==> config.mk <==
export PLATFORM = sky130hd
export DESIGN_NAME = vermibus_arbiter
export DESIGN_NICKNAME = d
export VERILOG_FILES = /design/src/rtl/vermibus_arbiter.sv
export SDC_FILE = /design/constraint.sdc
export NUM_CORES = 1
export LEC_CHECK = 0
export CORE_AREA = 2 2 122 124
export CTS_CLUSTER_SIZE = 12
export DETAILED_ROUTE_END_ITERATION = 10
export DIE_AREA = 0 0 124 126
export GPL_TIMING_DRIVEN = 1
export PLACE_DENSITY = 0.67
export SETUP_SLACK_MARGIN = 0.4
export SLEW_MARGIN = 20
export SYNTH_ARGS = -nofsm -noshare
export SYNTH_HDL_FRONTEND = slang
export SYNTH_SLANG_ARGS = --single-unit
==> constraint.sdc <==
create_clock -name clk -period 6.1 [get_ports clk]
set_clock_uncertainty 0.1 [all_clocks]
set_input_delay 1.525 -clock clk [delete_from_list [all_inputs] [get_ports clk]]
set_output_delay 1.525 -clock clk [all_outputs]
set_load 0.005 [all_outputs]
==> src/rtl/vermibus_arbiter.sv <==
// ---------------------------------------------------------------------------
// vermibus_arbiter
//
// Shares one Vermibus responder between two requesters (typically the CPU
// data bus on port 0 and a DMA/debug master on port 1). One requester is
// granted at a time. Its request is forwarded to the responder, and the
// responder's ready/rdata are routed back to it. A watchdog force-completes
// any transaction the responder leaves hanging for TIMEOUT_CYCLES cycles.
//
// Parameters
//   PRIORITY_MODE   0: round-robin, 1: fixed priority (requester 0 highest)
//   TIMEOUT_CYCLES  granted cycles without s_ready before forced completion
//                   (2..65535)
//
// Ports
//   clk, reset                  system clock, async active-low reset
//   m0_* / m1_*                 requester ports (valid/address/wstrobe/wdata
//                               in, ready/rdata out)
//   s_valid/address/wstrobe/
//   s_wdata                     forwarded request to the responder
//   s_rdata, s_ready            responder read data and completion
//   owner                       debug: 00 idle, 01 req 0 granted, 10 req 1
//   timeout                     one-cycle pulse when the watchdog fires
//
// state     | meaning
// ----------+------------------------------------------------------------
// ST_IDLE   | no grant; arbitrate among the valid requesters
// ST_GRANT0 | requester 0 owns the responder
// ST_GRANT1 | requester 1 owns the responder
// ---------------------------------------------------------------------------
module vermibus_arbiter #(
    parameter int PRIORITY_MODE  = 0,
    parameter int TIMEOUT_CYCLES = 256
) (
    input  logic        clk,
    input  logic        reset,

    input  logic        m0_valid,
    input  logic [31:0] m0_address,
    input  logic [3:0]  m0_wstrobe,
    input  logic [31:0] m0_wdata,
    output logic        m0_ready,
    output logic [31:0] m0_rdata,

    input  logic        m1_valid,
    input  logic [31:0] m1_address,
    input  logic [3:0]  m1_wstrobe,
    input  logic [31:0] m1_wdata,
    output logic        m1_ready,
    output logic [31:0] m1_rdata,

    output logic        s_valid,
    output logic [31:0] s_address,
    output logic [3:0]  s_wstrobe,
    output logic [31:0] s_wdata,
    input  logic [31:0] s_rdata,
    input  logic        s_ready,

    output logic [1:0]  owner,
    output logic        timeout
);

    // Encodings double as the owner debug value.
    localparam logic [1:0] ST_IDLE   = 2'b00;
    localparam logic [1:0] ST_GRANT0 = 2'b01;
    localparam logic [1:0] ST_GRANT1 = 2'b10;

    localparam logic [15:0] WD_LAST = 16'(TIMEOUT_CYCLES - 1);

    logic [1:0]  state;
    logic [1:0]  state_nxt;
    logic        last_owner;
    logic        last_owner_nxt;
    logic [15:0] wd_count;
    logic [15:0] wd_count_nxt;

    logic        fixed_prio;
    logic        in_grant0;
    logic        in_grant1;
    logic        cur_valid;
    logic        done_ok;
    logic        wd_fire;

    assign fixed_prio = (PRIORITY_MODE != 0);
    assign in_grant0  = (state == ST_GRANT0);
    assign in_grant1  = (state == ST_GRANT1);

    // Owner's valid; dropping it mid-grant is treated as an abort, so both
    // completion paths require it.
    assign cur_valid = (in_grant0 & m0_valid) | (in_grant1 & m1_valid);

    // s_ready wins over the watchdog when both land on the same cycle.
    assign done_ok = cur_valid & s_ready;
    assign wd_fire = cur_valid & ~s_ready & (wd_count == WD_LAST);

    // Responder side.
    always_comb begin
        s_valid   = cur_valid & ~wd_fire;
        s_address = 32'h0;
        s_wstrobe = 4'h0;
        s_wdata   = 32'h0;
        if (in_grant0) begin
            s_address = m0_address;
            s_wstrobe = m0_wstrobe;
            s_wdata   = m0_wdata;
        end else if (in_grant1) begin
            s_address = m1_address;
            s_wstrobe = m1_wstrobe;
            s_wdata   = m1_wdata;
        end
    end

    // Requester side. rdata is only driven on a genuine completion; a
    // watchdog completion returns zero.
    assign m0_ready = in_grant0 & (done_ok | wd_fire);
    assign m1_ready = in_grant1 & (done_ok | wd_fire);
    assign m0_rdata = (in_grant0 & done_ok) ? s_rdata : 32'h0;
    assign m1_rdata = (in_grant1 & done_ok) ? s_rdata : 32'h0;
    assign timeout  = wd_fire;
    assign owner    = state;

    always_comb begin
        state_nxt      = state;
        last_owner_nxt = last_owner;
        wd_count_nxt   = wd_count;
        case (state)
            ST_IDLE: begin
                wd_count_nxt = 16'h0;
                if (m0_valid && m1_valid) begin
                    // Round-robin: favour whoever did not finish last.
                    if (fixed_prio || last_owner)
                        state_nxt = ST_GRANT0;
                    else
                        state_nxt = ST_GRANT1;
                end else if (m0_valid) begin
                    state_nxt = ST_GRANT0;
                end else if (m1_valid) begin
                    state_nxt = ST_GRANT1;
                end
            end
            ST_GRANT0, ST_GRANT1: begin
                if (!cur_valid) begin
                    state_nxt = ST_IDLE;
                end else if (done_ok || wd_fire) begin
                    state_nxt      = ST_IDLE;
                    last_owner_nxt = in_grant1;
                end else begin
                    wd_count_nxt = wd_count + 16'h1;
                end
            end
            default: begin
                state_nxt = ST_IDLE;
            end
        endcase
    end

    always_ff @(posedge clk or negedge reset) begin
        if (!reset) begin
            state      <= ST_IDLE;
            last_owner <= 1'b1;
            wd_count   <= 16'h0;
        end else begin
            state      <= state_nxt;
            last_owner <= last_owner_nxt;
            wd_count   <= wd_count_nxt;
        end
    end

endmodule
==> impl_metrics.tcl, run 1 <==
set metrics [dict create \
    vias 3460 \
    drt_pre_antenna_iters 4 \
    fp.dieW_um 124 \
    r2r-end "wd_count[12]" \
    seqPwrFrac 0.096 \
    swShare 0.418 \
    utilization 0.396 \
    grt_pass1_vias 3303 \
    period_share 0.838 \
    dieArea_um2 15600 \
    cpLargestDelayFamily "buffers and inverters" \
    path_buf_inv 3 \
    grt_pass1_wl_um 22000 \
    gp_congestion 0.823 \
    finalCriticalPeriod_ps 5110 \
    grt_antenna_before_repair 0 \
    status "finished, final reports clean" \
    diodes 0 \
    final_max_slew_viol_count 0 \
    drc_errors 0 \
    p_per_area_nw_per_um2 279 \
    crit_top_cell "clkdlybuf4s50_1" \
    p_sw_mw 0.661 \
    p_comb_frac 0.817 \
    hold_class "reg -> reg" \
    critPathArrivalTime_ps 3490 \
    layout-drive-gt1-share 0.0365 \
    cts_sinks 19 \
    max_stage_delay_ps 540 \
    cap_violations 0 \
    criticalPathCategory "in -> out" \
    yosysWarnings 0 \
    portBuffers 310 \
    cts.reportedPaths.clkPinSlew_ps 50 \
    insertion_delay_ps 250 \
    finalSetupTns_ps 0 \
    antenna_left 0 \
    root_buffer "clkbuf_16" \
    row_count 44 \
    dpl.hpwl_um 13800 \
    cts_tree "yes" \
    p_int_mw 0.922 \
    slew_headroom 0.401 \
    clockBufferDepth 2 \
    ff2ff_setup_slack_ps 3030 \
    clock.fmax_mhz 196 \
    peakVddDrop_mv 0.198 \
    ys_ff_latch 19 \
    cts_buffers 3 \
    rsz0062_at_grt "false" \
    layout_common_cells "clkdlybuf4s50_1 (310), a22o_1 (69), and2_1 (66)" \
    clkPwrFrac 0.087 \
    nets 753 \
    initial_core_util 0.162 \
    core_um2 14300 \
    post_drt_via_cell_ratio 4.56 \
    cp-start-kind "primary input" \
    drt-wirelength-per-cell_um 21.4 \
    path_cells "clkdlybuf4s50_1 -> a22o_1 -> and3_1 -> buf_4 -> and2_1 -> clkdlybuf4s50_1" \
    layout_commonest_cell "clkdlybuf4s50_1" \
    finalWirelength_um 16300 \
    finalSetupViolations 0 \
    tightest_slew_ps 895 \
    synth_area_um2 2320 \
    min_from "wd_count[7]" \
    r2r_cells 7 \
    total_leakage_power_nw 2.22 \
    cts.hold.buffers_added 0 \
    hold_end "wd_count[7]" \
    cp.required_ps 4470 \
    ys_seq_area_frac 0.205 \
    finalHoldViolCount 0 \
    synth_cells 284 \
    critPathSlowestCell "clkdlybuf4s50_1" \
    final.setup.worst_slack_ps 985 \
    post-cts-setup-buffer-count 0 \
    grt.total_usage 0.193 \
    die-height_um 126 \
    fill_cells 1419 \
    grt-ovfl-total 0 \
    pin_count 311 \
    critPathMaxFanout 32 \
    holdPathStages 1 \
    ctsResizeCount 0 \
    cp_num_cells 6 \
    r2r_start "owner[1]" \
    synth_fp_nets 461 \
    post-place-ws_ps 992 \
    syn_avg_cell_area_um2 8.18 \
    worstSetupEndpointType "output port" \
    ctsHtreeMaxLevel 1 \
    grt_max_degree 73 \
    syn_to_final_growth_pct 144 \
    synth.distinct_cells 44 \
    drt-initial-drc-count 144 \
]
-- power groups by stage --
stage,Sequential [mW],Clock [mW],Combinational (mW)
6_report,0.153,0.137,1.29
5_1_grt,0.153,0.144,1.38
4_1_cts,0.152,0.138,1.29
3_5_place_dp,0.155,0,1.27
3_3_place_gp,0.153,0,1.27
2_1_floorplan,0.153,0,0.481
-- how the worst max path moves through the flow --
| stage | slack, ps | start | to |
|---|---|---|---|
| after floorplan | 2160 | m1_valid | m0_rdata[10] |
| after global placement | 1020 | m0_valid | m1_rdata[23] |
| after detailed placement | 990 | m1_valid | m0_rdata[27] |
| after CTS | 980 | m0_valid | m1_rdata[25] |
| after global routing | 870 | m0_valid | m0_rdata[23] |
| final | 990 | m1_valid | m1_rdata[25] |
-- metrics by stage --
step | cells | area (um2) | hold slack (ps) | total power [mW]
after floorplan | 284 | 2320 | 363 | 0.634
after global placement | 755 | 5590 | 386 | 1.43
after detailed placement | 755 | 5590 | 405 | 1.43
after CTS | 759 | 5670 | 412 | 1.58
after global routing | 759 | 5670 | 420 | 1.68
final | 759 | 5670 | 412 | 1.58
-- registers in the layout (all words and copies together), names as in the netlist --
register and cells:
last_owner 1, owner 2, wd_count 16
-- area by class of cell --
| type | instances | area [um2] | share of cell area |
|---|---|---|---|
| inverters | 7 | 26.3 | 0.00464 |
| multi-input cells | 231 | 1720 | 0.304 |
| well taps | 184 | 230 | 0.0406 |
| repair buffers | 314 | 3130 | 0.553 |
| clock buffers | 4 | 78.8 | 0.0139 |
| flip-flops and latches | 19 | 477 | 0.0841 |
-- synthesized netlist by cell type, drive strengths merged --
cell type | count | area (um2)
a22oi | 3 | 27.5
ha | 4 | 50.1
a41oi | 1 | 8.76
nor3 | 4 | 20.0
a2bb2oi | 1 | 8.76
a211oi | 1 | 7.51
and4 | 5 | 46.3
nand4bb | 1 | 11.3
nor3b | 1 | 7.51
nand2b | 4 | 25.0
nand2 | 16 | 60.1
mux2i | 9 | 90.1
buf | 6 | 28.8
mux2 | 1 | 11.3
a21o | 1 | 7.51
o211ai | 3 | 22.5
nor4 | 6 | 77.6
o22ai | 2 | 12.5
inv | 7 | 26.3
o21a | 1 | 7.51
a22o | 69 | 604
a31oi | 3 | 18.8
a21oi | 1 | 5.00
nor2b | 1 | 6.26
o21ai | 5 | 25.0
dfstp | 1 | 26.3
clkbuf | 21 | 80.1
and3 | 3 | 18.8
nand4 | 6 | 43.8
a31o | 1 | 8.76
nand3 | 6 | 30.0
nor2 | 4 | 15.0
and2 | 66 | 413
a311o | 2 | 20.0
dfrtp | 18 | 450
-- worst reg2reg max path, delay by kind of cell, from the launching register on --
kind            cells  cell delay [ps]
fa+ha+maj           1              220
buf+inv             2              700
compound gates      2              660
flops               1              390
simple gates        2              880
-- kinds of logic after synthesis --
kind of cell	synth area share
AOI/OAI and AO/OA	0.338
adders and majority gates	0.0216
buffers and inverters	0.0582
DFF	0.205
muxes	0.0436
and+or+nand+nor	0.334
-- layer usage --
| layer | up-vias | routed length, um | track usage |
|---|---|---|---|
| met2 | 191 | 6800 | 0.285 |
| met4 | 0 | 80 | 0.0165 |
| li1 | 1657 | - | - |
| met1 | 1601 | 6640 | 0.242 |
| met3 | 11 | 2760 | 0.134 |
| met5 | - | 0 | 0 |
No activity file was read; power rests on OpenSTA's default activity.
==> run 2, diff against run 1 <==
--- a/config.mk
+++ b/config.mk
@@ -5,12 +5,12 @@
 export SDC_FILE = /design/constraint.sdc
 export NUM_CORES = 1
 export LEC_CHECK = 0
-export CORE_AREA = 2 2 122 124
+export CORE_AREA = 2 2 120 122
 export CTS_CLUSTER_SIZE = 12
 export DETAILED_ROUTE_END_ITERATION = 10
-export DIE_AREA = 0 0 124 126
+export DIE_AREA = 0 0 122 124
 export GPL_TIMING_DRIVEN = 1
-export PLACE_DENSITY = 0.67
+export PLACE_DENSITY = 0.71
 export SETUP_SLACK_MARGIN = 0.4
 export SLEW_MARGIN = 20
 export SYNTH_ARGS = -nofsm -noshare
==> constraint.sdc (replaced) <==
create_clock -name clk -period 4.5 [get_ports clk]
set_clock_uncertainty 0.1 [all_clocks]
set_input_delay 1.125 -clock clk [delete_from_list [all_inputs] [get_ports clk]]
set_output_delay 1.125 -clock clk [all_outputs]
set_load 0.005 [all_outputs]
==> run 2 against run 1 <==
Against the previous run: critical path depth stayed put; flip-flop and latch count stayed put; core utilization is 2.1 points higher; register-to-register slack worse by 790 ps; setup slack worse by 430 ps; largest power group unchanged; routed wire length is 1.3% higher; via count is 0.66% lower; power is 36% higher; clock power is 39% higher; first-iteration DRC count is 2.8% lower; die area is 3.2% lower; hold slack better by 11 ps.
==> impl_metrics.tcl, run 2 (synthesis gave the netlist of run 1 again) <==
set metrics [dict create \
    status "finished, final reports clean" \
    grt_antenna_before_repair 4 \
    layout-drive-gt1-share 0.0399 \
    cp.required_ps 3270 \
    cts.reportedPaths.clkPinSlew_ps 60 \
    drt-wirelength-per-cell_um 21.8 \
    die-height_um 124 \
    path_buf_inv 3 \
    finalSetupTns_ps 0 \
    cts_tree "yes" \
    largest_register_ffs 16 \
    pin_count 311 \
    cap_violations 0 \
    utilization 0.417 \
    tightest_slew_ps 921 \
    criticalPathCategory "in -> out" \
    cts_sinks 19 \
    cts.hold.buffers_added 0 \
    drt-initial-drc-count 140 \
    drc_errors 0 \
    critPathSlowestCell "clkdlybuf4s50_1" \
    grt.total_usage 0.196 \
    row_count 43 \
    post_drt_via_cell_ratio 4.53 \
    finalHoldViolCount 0 \
    path_cells "dlygate4sd2_1 -> a22o_4 -> and3_1 -> buf_12 -> and2_1 -> clkdlybuf4s50_1" \
    power_mw 2.16 \
    drt_pre_antenna_iters 4 \
    final_max_slew_viol_count 0 \
    finalCriticalPeriod_ps 3940 \
    worstSetupEndpointType "output port" \
    portBuffers 310 \
    syn_to_final_growth_pct 146 \
    cpLargestDelayFamily "buffers and inverters" \
    fp.dieW_um 122 \
    dieArea_um2 15100 \
    initial_core_util 0.169 \
    grt_pass1_wl_um 21600 \
    critPathArrivalTime_ps 2710 \
    regMostFlops "wd_count" \
    cts_buffers 3 \
    core_um2 13700 \
    total_leakage_power_nw 2.26 \
    gp_congestion 0.888 \
    slew_headroom 0.384 \
    root_buffer "clkbuf_16" \
    critPathMaxFanout 32 \
    max_stage_delay_ps 460 \
    finalWirelength_um 16500 \
    nets 754 \
    layout_common_cells "clkdlybuf4s50_1 (307), a22o_1 (68), and2_1 (66)" \
    clock.fmax_mhz 254 \
    period_share 0.876 \
    grt-ovfl-total 0 \
    dpl.hpwl_um 13800 \
    peakVddDrop_mv 0.348 \
    grt_pass1_vias 3336 \
    vias 3437 \
    hold_class "reg -> reg" \
    layout_commonest_cell "clkdlybuf4s50_1" \
    rsz0062_at_grt "false" \
    insertion_delay_ps 260 \
    antenna_left 0 \
    cp-start-kind "primary input" \
    ctsHtreeMaxLevel 1 \
    grt_max_degree 69 \
    clockBufferDepth 2 \
    finalSetupViolations 0 \
    p_per_area_nw_per_um2 377 \
]
[run 2: what timing repair did]
action / in CTS / in global routing
pin swaps: 1 / 0
gates resized for setup: 3 / 1
gates cloned: 0 / 0
endpoints found under the setup margin: 64 / 53
setup buffers: 0 / 0
[run 2: per-stage QoR]
step / cells / cell area (um2) / setup slack (ps) / hold slack (ps)
after floorplan: 284 / 2320 / 1360 / 363
after detailed placement: 752 / 5630 / 233 / 412
final: 758 / 5720 / 560 / 423
after global placement: 752 / 5630 / 273 / 382
after CTS: 756 / 5710 / 424 / 419
after global routing: 756 / 5710 / 492 / 448
[run 2: path summary, 6_finish.rpt]
kind / depth (start not counted) / endpoint / from / slack, ps
worst max-delay path: 6 / m1_rdata[8] / m1_valid / 560
worst min-delay path: 1 / wd_count[7] / wd_count[7] / 420
worst max register to register: 6 / wd_count[12] / owner[0] / 2240
worst min register to register: 1 / wd_count[7] / wd_count[7] / 420
max in group asynchronous: 1 / wd_count[5] / reset / 2450
min in group asynchronous: 1 / wd_count[10] / reset / 1290
[run 2: metal layers]
layer / track usage / wire length, um / part of all wire
met5: 0 / 23 / 0.0014
met1: 0.236 / 6390 / 0.39
met3: 0.162 / 3000 / 0.18
met4: 0.0273 / 114 / 0.0069
met2: 0.274 / 6970 / 0.42
[run 2: where the power goes]
group	internal, mW	switching, mW
combinational	0.960	0.800
clock	0.121	0.0693
sequential	0.192	0.0162
[run 2: cell type report]
class | instances | area, um2
clock buffers | 4 | 78.8
diodes | 2 | 5.00
well taps | 180 | 225
flip-flops and latches | 19 | 477
fillers | 1358 | 8000
repair buffers | 315 | 3180
inverters | 7 | 26.3
multi-input cells | 231 | 1730
